$ cat config.mk
export PLATFORM = sky130hd
export DESIGN_NAME = add_seq_ctrl
export DESIGN_NICKNAME = d
export VERILOG_FILES = /design/src/rtl/add_seq_ctrl.sv
export SDC_FILE = /design/constraint.sdc
export NUM_CORES = 1
export LEC_CHECK = 0
export BUFFER_PORTS_ARGS = -buffer_cell sky130_fd_sc_hd__buf_2
export CORE_UTILIZATION = 40
export CTS_CLUSTER_SIZE = 20
export DETAILED_ROUTE_END_ITERATION = 6
export SETUP_SLACK_MARGIN = 0.2
export SKIP_LAST_GASP = 1
export SLEW_MARGIN = 20
export SYNTH_ARGS = -nofsm -noshare
export SYNTH_HDL_FRONTEND = slang
export SYNTH_SLANG_ARGS = --single-unit
$ cat constraint.sdc
create_clock -name clk -period 2 [get_ports clk]
set_clock_uncertainty 0.05 [all_clocks]
set_input_delay 0.4 -clock clk [delete_from_list [all_inputs] [get_ports clk]]
set_output_delay 0.4 -clock clk [all_outputs]
set_load 0.01 [all_outputs]
$ cat src/rtl/add_seq_ctrl.sv
`default_nettype none
// ============================================================================
// Module  : add_seq_ctrl
// Purpose : Wide unsigned adder sequenced one nibble per cycle through an
//           external 4-bit ripple adder. Optional macro: ADD_SEQ_OVF_EN (ovf).
// Revision: 1.0
// ============================================================================
module add_seq_ctrl #(
    parameter int NIBBLES = 4
) (
    input  logic                   clk,
    input  logic                   rst_n,
    input  logic                   start,
    input  logic [4*NIBBLES-1:0]   a,
    input  logic [4*NIBBLES-1:0]   b,
    input  logic                   cin,
    output logic                   busy,
    output logic                   done,
    output logic [4*NIBBLES-1:0]   sum,
    output logic                   cout,
`ifdef ADD_SEQ_OVF_EN
    output logic                   ovf,
`endif
    output logic [3:0]             fa_a,
    output logic [3:0]             fa_b,
    output logic                   fa_cin,
    input  logic [3:0]             fa_sum,
    input  logic                   fa_cout
);

    localparam int                c_W    = 4 * NIBBLES;
    localparam int                c_IW   = $clog2(NIBBLES);
    localparam logic [c_IW-1:0]   c_LAST = c_IW'(NIBBLES - 1);

    typedef enum logic [1:0] {
        S_IDLE = 2'd0,
        S_RUN  = 2'd1,
        S_DONE = 2'd2
    } state_t;

    state_t            r_state;
    logic [c_W-1:0]    r_a;
    logic [c_W-1:0]    r_b;
    logic              r_carry;
    logic [c_IW-1:0]   r_idx;
    logic [c_IW+1:0]   w_lsb;
    logic              w_run;

    assign w_lsb = {r_idx, 2'b00};
    assign w_run = (r_state == S_RUN);

    // Adder inputs come straight from registers and are forced to zero outside RUN.
    always_comb begin
        fa_a   = 4'd0;
        fa_b   = 4'd0;
        fa_cin = 1'b0;
        if (w_run) begin
            fa_a   = r_a[w_lsb +: 4];
            fa_b   = r_b[w_lsb +: 4];
            fa_cin = r_carry;
        end
    end

    always_ff @(posedge clk) begin
        if (!rst_n) begin
            r_state <= S_IDLE;
            busy    <= 1'b0;
            done    <= 1'b0;
            sum     <= '0;
            cout    <= 1'b0;
            r_a     <= '0;
            r_b     <= '0;
            r_carry <= 1'b0;
            r_idx   <= '0;
`ifdef ADD_SEQ_OVF_EN
            ovf     <= 1'b0;
`endif
        end else begin
            done <= 1'b0;
            case (r_state)
                S_IDLE: begin
                    if (start) begin
                        r_a     <= a;
                        r_b     <= b;
                        r_carry <= cin;
                        r_idx   <= '0;
                        sum     <= '0;
                        cout    <= 1'b0;
                        busy    <= 1'b1;
                        r_state <= S_RUN;
`ifdef ADD_SEQ_OVF_EN
                        ovf     <= 1'b0;
`endif
                    end
                end
                S_RUN: begin
                    sum[w_lsb +: 4] <= fa_sum;
                    r_carry         <= fa_cout;
                    // Index saturates at the last slice so it stays in range for any NIBBLES.
                    if (r_idx == c_LAST) begin
                        cout    <= fa_cout;
                        busy    <= 1'b0;
                        done    <= 1'b1;
                        r_state <= S_DONE;
`ifdef ADD_SEQ_OVF_EN
                        ovf     <= (r_a[c_W-1] == r_b[c_W-1]) && (fa_sum[3] != r_a[c_W-1]);
`endif
                    end else begin
                        r_idx <= r_idx + 1'b1;
                    end
                end
                S_DONE: begin
                    r_state <= S_IDLE;
                end
                default: begin
                    r_state <= S_IDLE;
                end
            endcase
        end
    end

endmodule
`default_nettype wire

Word-level counts from Yosys, hierarchy flattened

Index checks and enable logic that the tools add are counted.

Add/subtract/negate cells: 2
Multiply operators: 0
Div/mod/pow operators: 0
Order comparisons: 0
Eq/ne operators: 5
Shift-type cells: 4
Multiplexer cells: 21
Bitwise operators: 0
Reductions and logical operators: 8

Operators with widths:

| cell                                                   | number |
|---|---|
| case mux 16 bit (2 select lines)                       | 1 |
| indexed part select 16 x 5 -> 4 bit                    | 2 |
| bitwise mux 16 bit                                     | 1 |
| two-way mux 16 bit                                     | 1 |
| variable shift 4 x 6 -> 16 bit (first input constant)  | 1 |
| indexed part select 4 x 6 -> 16 bit                    | 1 |
| two-way mux 2 bit                                      | 4 |
| two-way mux 4 bit                                      | 2 |
| case mux 2 bit (2 select lines)                        | 2 |
| AND reduction 2 bit                                    | 4 |
| two-way mux 1 bit                                      | 7 |
| negator 4 -> 6 bit                                     | 1 |
| case mux 1 bit (2 select lines)                        | 3 |
| AND reduction 3 bit                                    | 2 |
| inequality test 2 bit (second input constant)          | 2 |
| adder 2 x 1 -> 2 bit (second input constant)           | 1 |
| == test 2 x 1 -> 1 bit (second input constant)         | 1 |
| == test 2 bit (second input constant)                  | 1 |
| zero test 2 bit                                        | 1 |
| inequality test 2 x 1 -> 1 bit (second input constant) | 1 |
| nonzero test 2 bit                                     | 1 |

Register bits: 56
Latch bits: 0
Memory bits (writable): 0
ROM bits: 0
Input bits: 41
Output and inout port bits: 28
Logic and storage cells: 49
Memories: 0

Longest topological paths before layout

Depth after elaboration: 4
Gate-level depth with buffers: 7
Gate-level depth less buffers: 5

Worst setup path before layout

OpenSTA, ideal clock, no wires.

Path type: register to register
Start: register r_idx[0]
End: register sum[8]
Setup time: 0.074 ns
Arrival: 1.656 ns
Required time: 1.876 ns
Path slack: 0.221 ns
Stages on the path, launching flop included: 8
Path buffers: 2
Clock period less this slack: 1.779 ns
Cell sequence: dfxtp_1 -> buf_6 -> buf_6 -> inv_1 -> ha_1 -> nand2_1 -> or4_4 -> o22ai_2

Longest elaborated chain between the ends: 4
Elaborated cells between the ends (all ways): 5
Those cells by class: add/sub (1); shift (2); mux (2)

RTL lines:

| element                                                                                      | line | source |
|---|---|---|
| from (decl)                                                                                  | 45   | `logic [c_IW-1:0] r_idx;` |
| from (signal assigned)                                                                       | 109  | `r_idx <= r_idx + 1'b1;` |
| negator 4 -> 6 bit *                                                                         | 97   | `sum[w_lsb +: 4] <= fa_sum;` |
| indexed part select 4 x 6 -> 16 bit / variable shift 4 x 6 -> 16 bit (equally long branches) | 97   |  |
| bitwise mux 16 bit *                                                                         | 97   |  |
| case mux 16 bit (2 select lines) *                                                           | 80   | `case (r_state)` |
| to (signal, indexed assignment)                                                              | 97   |  |
| to (decl)                                                                                    | 19   | `output logic [4*NIBBLES-1:0] sum,` |

Every way passes the cells marked *; elsewhere a longest branch is shown, timed or not.
A chain may end at the register's enable or synchronous reset.

Final worst setup path

Start: register r_idx[0]
End: output port fa_b[3]

Longest elaborated chain between the ends: 2

RTL lines:

| element                             | line | source |
|---|---|---|
| indexed part select 16 x 5 -> 4 bit | 59   | `fa_b = r_b[w_lsb +: 4];` |
| two-way mux 4 bit                   | 57   | `if (w_run) begin` |
| to (decl)                           | 25   | `output logic [3:0] fa_b,` |

Every way passes these cells.

==> qor.yml <==
run_status:
  status: "complete, but fails checks"
  violations: "setup timing"
placement:
  placed_cells: 410
  dpl_worst_slack_ps: 164
  port_buffers: 68
  dp_hpwl_um: 3670
  routabilityCongestion: 0.715
cts:
  htree_levels: 2
  cts_buffer_depth: 2
  cts_buffers: 5
  tritoncts: "done"
  ctsHoldBuffers: 0
  cts.sinks: 56
  clk_pin_slew_worst_paths_ps: 100
  clk-insertion-delay-late_ps: 300
  cts_root_buf: "clkbuf_8"
worst_setup_path:
  arrival_ps: 1580
  crit_path_frequent_cell: "buf_6"
  slowest_delay_ps: 500
  cp.required_ps: 1550
  start_kind: "register"
  crit_slowest_cell: "mux4_2"
  worstSetupPathType: "register to primary output"
  path_cells: "buf_6, mux4_2, and2_4, buf_6"
  crit_buf_inv: 2
  worstPathMaxFanout: 5
  end_kind: "primary output"
  crit_family: "multiplexers"
route:
  drc: 0
  drtIter0Drc: 91
  drt_wl_total_um: 5420
  vias: 2108
  first_pass_iters: 6
  ant_nets: 0
  avgRoutedWirePerCell_um: 12.9
  via_per_inst: 5.00
floorplan:
  dieArea_um2: 6280
  pin_count: 69
  core-area_um2: 5640
  die_h_um: 79.2
  die_w_um: 79.2
  start_util: 0.423
  num_rows: 27
sta:
  finalHoldViolations: 0
  period_needed_ps: 2030
  fin_ws_ps: -28.6
  slew_violations: 0
  timing.fmax_mhz: 493
  tightest_slew_ps: 405
  relSlewSlack: 0.730
  post-route-period-util: 1.01
  rsz0062_at_grt: "true"
  setup_viol: 5
layout:
  final_nets: 396
  multi_input_area_um2: 1200
  fin_util: 0.546
  area_growth_syn_to_layout_pct: 29.1
  seqCellArea_um2: 1130
  fillers: 564
  drive_above_1_share: 0.334
  insertedDiodeCount: 0
  final_cell_count_no_fill: 422
synth:
  synthAdderAreaFrac: 0.0315
  synth_edf_count: 0
  synthXorXnorAreaFrac: 0
  synthMuxAreaShare: 0.0756
  syn_area_per_cell_um2: 8.55
  synth_flop_cell: "dfxtp_1"
  syn_nets: 326
  synth_cell_types: 29
  synth_top_family_by_area: "simple AND/OR/NAND/NOR gates"
  synthSimpleGateAreaFrac: 0.223
  synth_compound_area_frac: 0.151
  syn_area_um2: 2380
  ys_seq_elements: 56
  async_flop_share: 0
  yosysSeqAreaShare: 0.470
  ys_top_cells_by_area: "dfxtp_1, nand2_1, a21oi_1, mux4_2, o22ai_1"
  synth_top_area_frac: 0.470
  synth_top_area_cell: "dfxtp_1"
  syn_inst: 279
  yosysWarningCount: 0
global_routing:
  grt_pass1_wl_um: 9140
  grt_usage: 0.183
  antenna_found_initial: 0
  grt_pass1_vias: 2015
  grt_max_degree: 35
  overflow: 0
pwr:
  total_power_mw: 2.28
  vdd_drop_max_mv: 0.320
  power.density_nw_per_um2: 741
  leakagePower_nw: 1.29
worst_hold_path:
  hold_path_class: "input port to register"
flow_run:
  maxCapViolations: 0
==> cell families (layout without fill, tap and decap cells) <==
family                   count (synthesis)  in the layout
AND/OR/NAND/NOR                        120            120
buffers and inverters                   25             96
multiplexers                             8              8
AO/OA/AOI/OAI                           64             64
flip-flops                              56             56
adder cells (fa/ha/maj)                  6              6
==> metrics by stage <==
| step | setup TNS (ps) | hold WS (ps) | instance area (um2) |
|---|---|---|---|
| finish | -110 | 269 | 3080 |
| global placement | 0 | 391 | 2800 |
| global route | -539 | 251 | 3080 |
| CTS | -226 | 261 | 3000 |
| floorplan | 0 | 383 | 2380 |
| detailed placement | 0 | 396 | 2800 |
==> routing by layer <==
metal,share of wire,wire [um],track usage
met5,0,0,0
met4,0.0074,40,0.0382
met3,0.045,244,0.0379
met2,0.46,2520,0.297
met1,0.48,2620,0.251
==> worst min-delay path, stage by stage <==
cell and delay [ps]:
buf_2 90, nand2_1 40, a21oi_1 50
==> repair_timing <==
action	4_1_cts	5_1_grt
endpoints found under the hold margin	0	0
resized for setup	12	15
setup buffers	3	1
endpoints found under the setup margin	12	16
pin swaps	0	2
==> Yosys cell counts (2+ instances only) <==
cell      instances
ha_1              6
buf_6             2
nand2b_1          3
and2_1            9
nand3_1           4
o22ai_1          16
dfxtp_1          56
inv_1             6
nand2_1          93
a21oi_1          41
nor3_1            2
a31oi_1           2
mux4_2            8
nor2b_1           2
buf_2             6
clkbuf_1         10
==> final timing paths <==
| check | slack, ps | cells past startpoint | end | startpoint |
|---|---|---|---|---|
| worst min register to register | 410 | 2 | r_a[14] | r_a[14] |
| worst max register to register | 290 | 7 | sum[8] | r_idx[0] |
| worst max-delay path | -30 | 4 | fa_b[3] | r_idx[0] |
| worst min-delay path | 270 | 3 | r_b[12] | b[12] |
==> layout by cell type (no fill, tap or decap) <==
| cell type | n |
|---|---|
| nand3_1 | 4 |
| buf_12 | 1 |
| dfxtp_4 | 1 |
| a32oi_1 | 1 |
| mux4_2 | 8 |
| a21oi_1 | 40 |
| nor4b_1 | 1 |
| and2_1 | 1 |
| a31oi_1 | 2 |
| clkinv_4 | 1 |
| dfxtp_1 | 54 |
| ha_1 | 5 |
| buf_2 | 60 |
| nor3_1 | 2 |
| nor2_1 | 1 |
| and2_4 | 8 |
| buf_4 | 11 |
| a21oi_2 | 1 |
| nor2b_1 | 1 |
| bufinv_16 | 1 |
| and4bb_2 | 1 |
| nor3b_4 | 1 |
| inv_1 | 5 |
| nor2b_4 | 1 |
| or3b_1 | 1 |
| ha_4 | 1 |
| nand2b_1 | 3 |
| o22ai_2 | 2 |
| o221ai_1 | 1 |
| o21ai_0 | 1 |
| nand3b_1 | 1 |
| or4_4 | 1 |
| buf_6 | 10 |
| clkbuf_8 | 6 |
| o21bai_1 | 1 |
| o22ai_1 | 15 |
| dfxtp_2 | 1 |
| inv_2 | 1 |
| nand2_1 | 93 |
==> state kept, by name, summed over array words and instances, names as in the netlist <==
| register | cells |
|---|---|
| r_a | 16 |
| r_b | 16 |
| sum | 16 |
| r_idx | 2 |
| r_state | 2 |
| busy | 1 |
| cout | 1 |
| done | 1 |
| r_carry | 1 |
==> final cells by class <==
| type | instances | area share |
|---|---|---|
| Clock buffer | 6 | 0.0268 |
| Clock inverter | 2 | 0.0126 |
| Inverter | 6 | 0.00731 |
| Multi-Input combinational cell | 198 | 0.391 |
| Sequential cell | 56 | 0.366 |
| Tap cell | 72 | 0.0293 |
| Timing Repair Buffer | 82 | 0.167 |
==> where the power goes <==
part / switching [mW] / internal [mW]
Clock: 0.353 / 0.410
Sequential: 0.0255 / 1.16
Combinational: 0.174 / 0.154
Total: 0.552 / 1.73
Note: power is estimated with default switching activity, not from simulation.
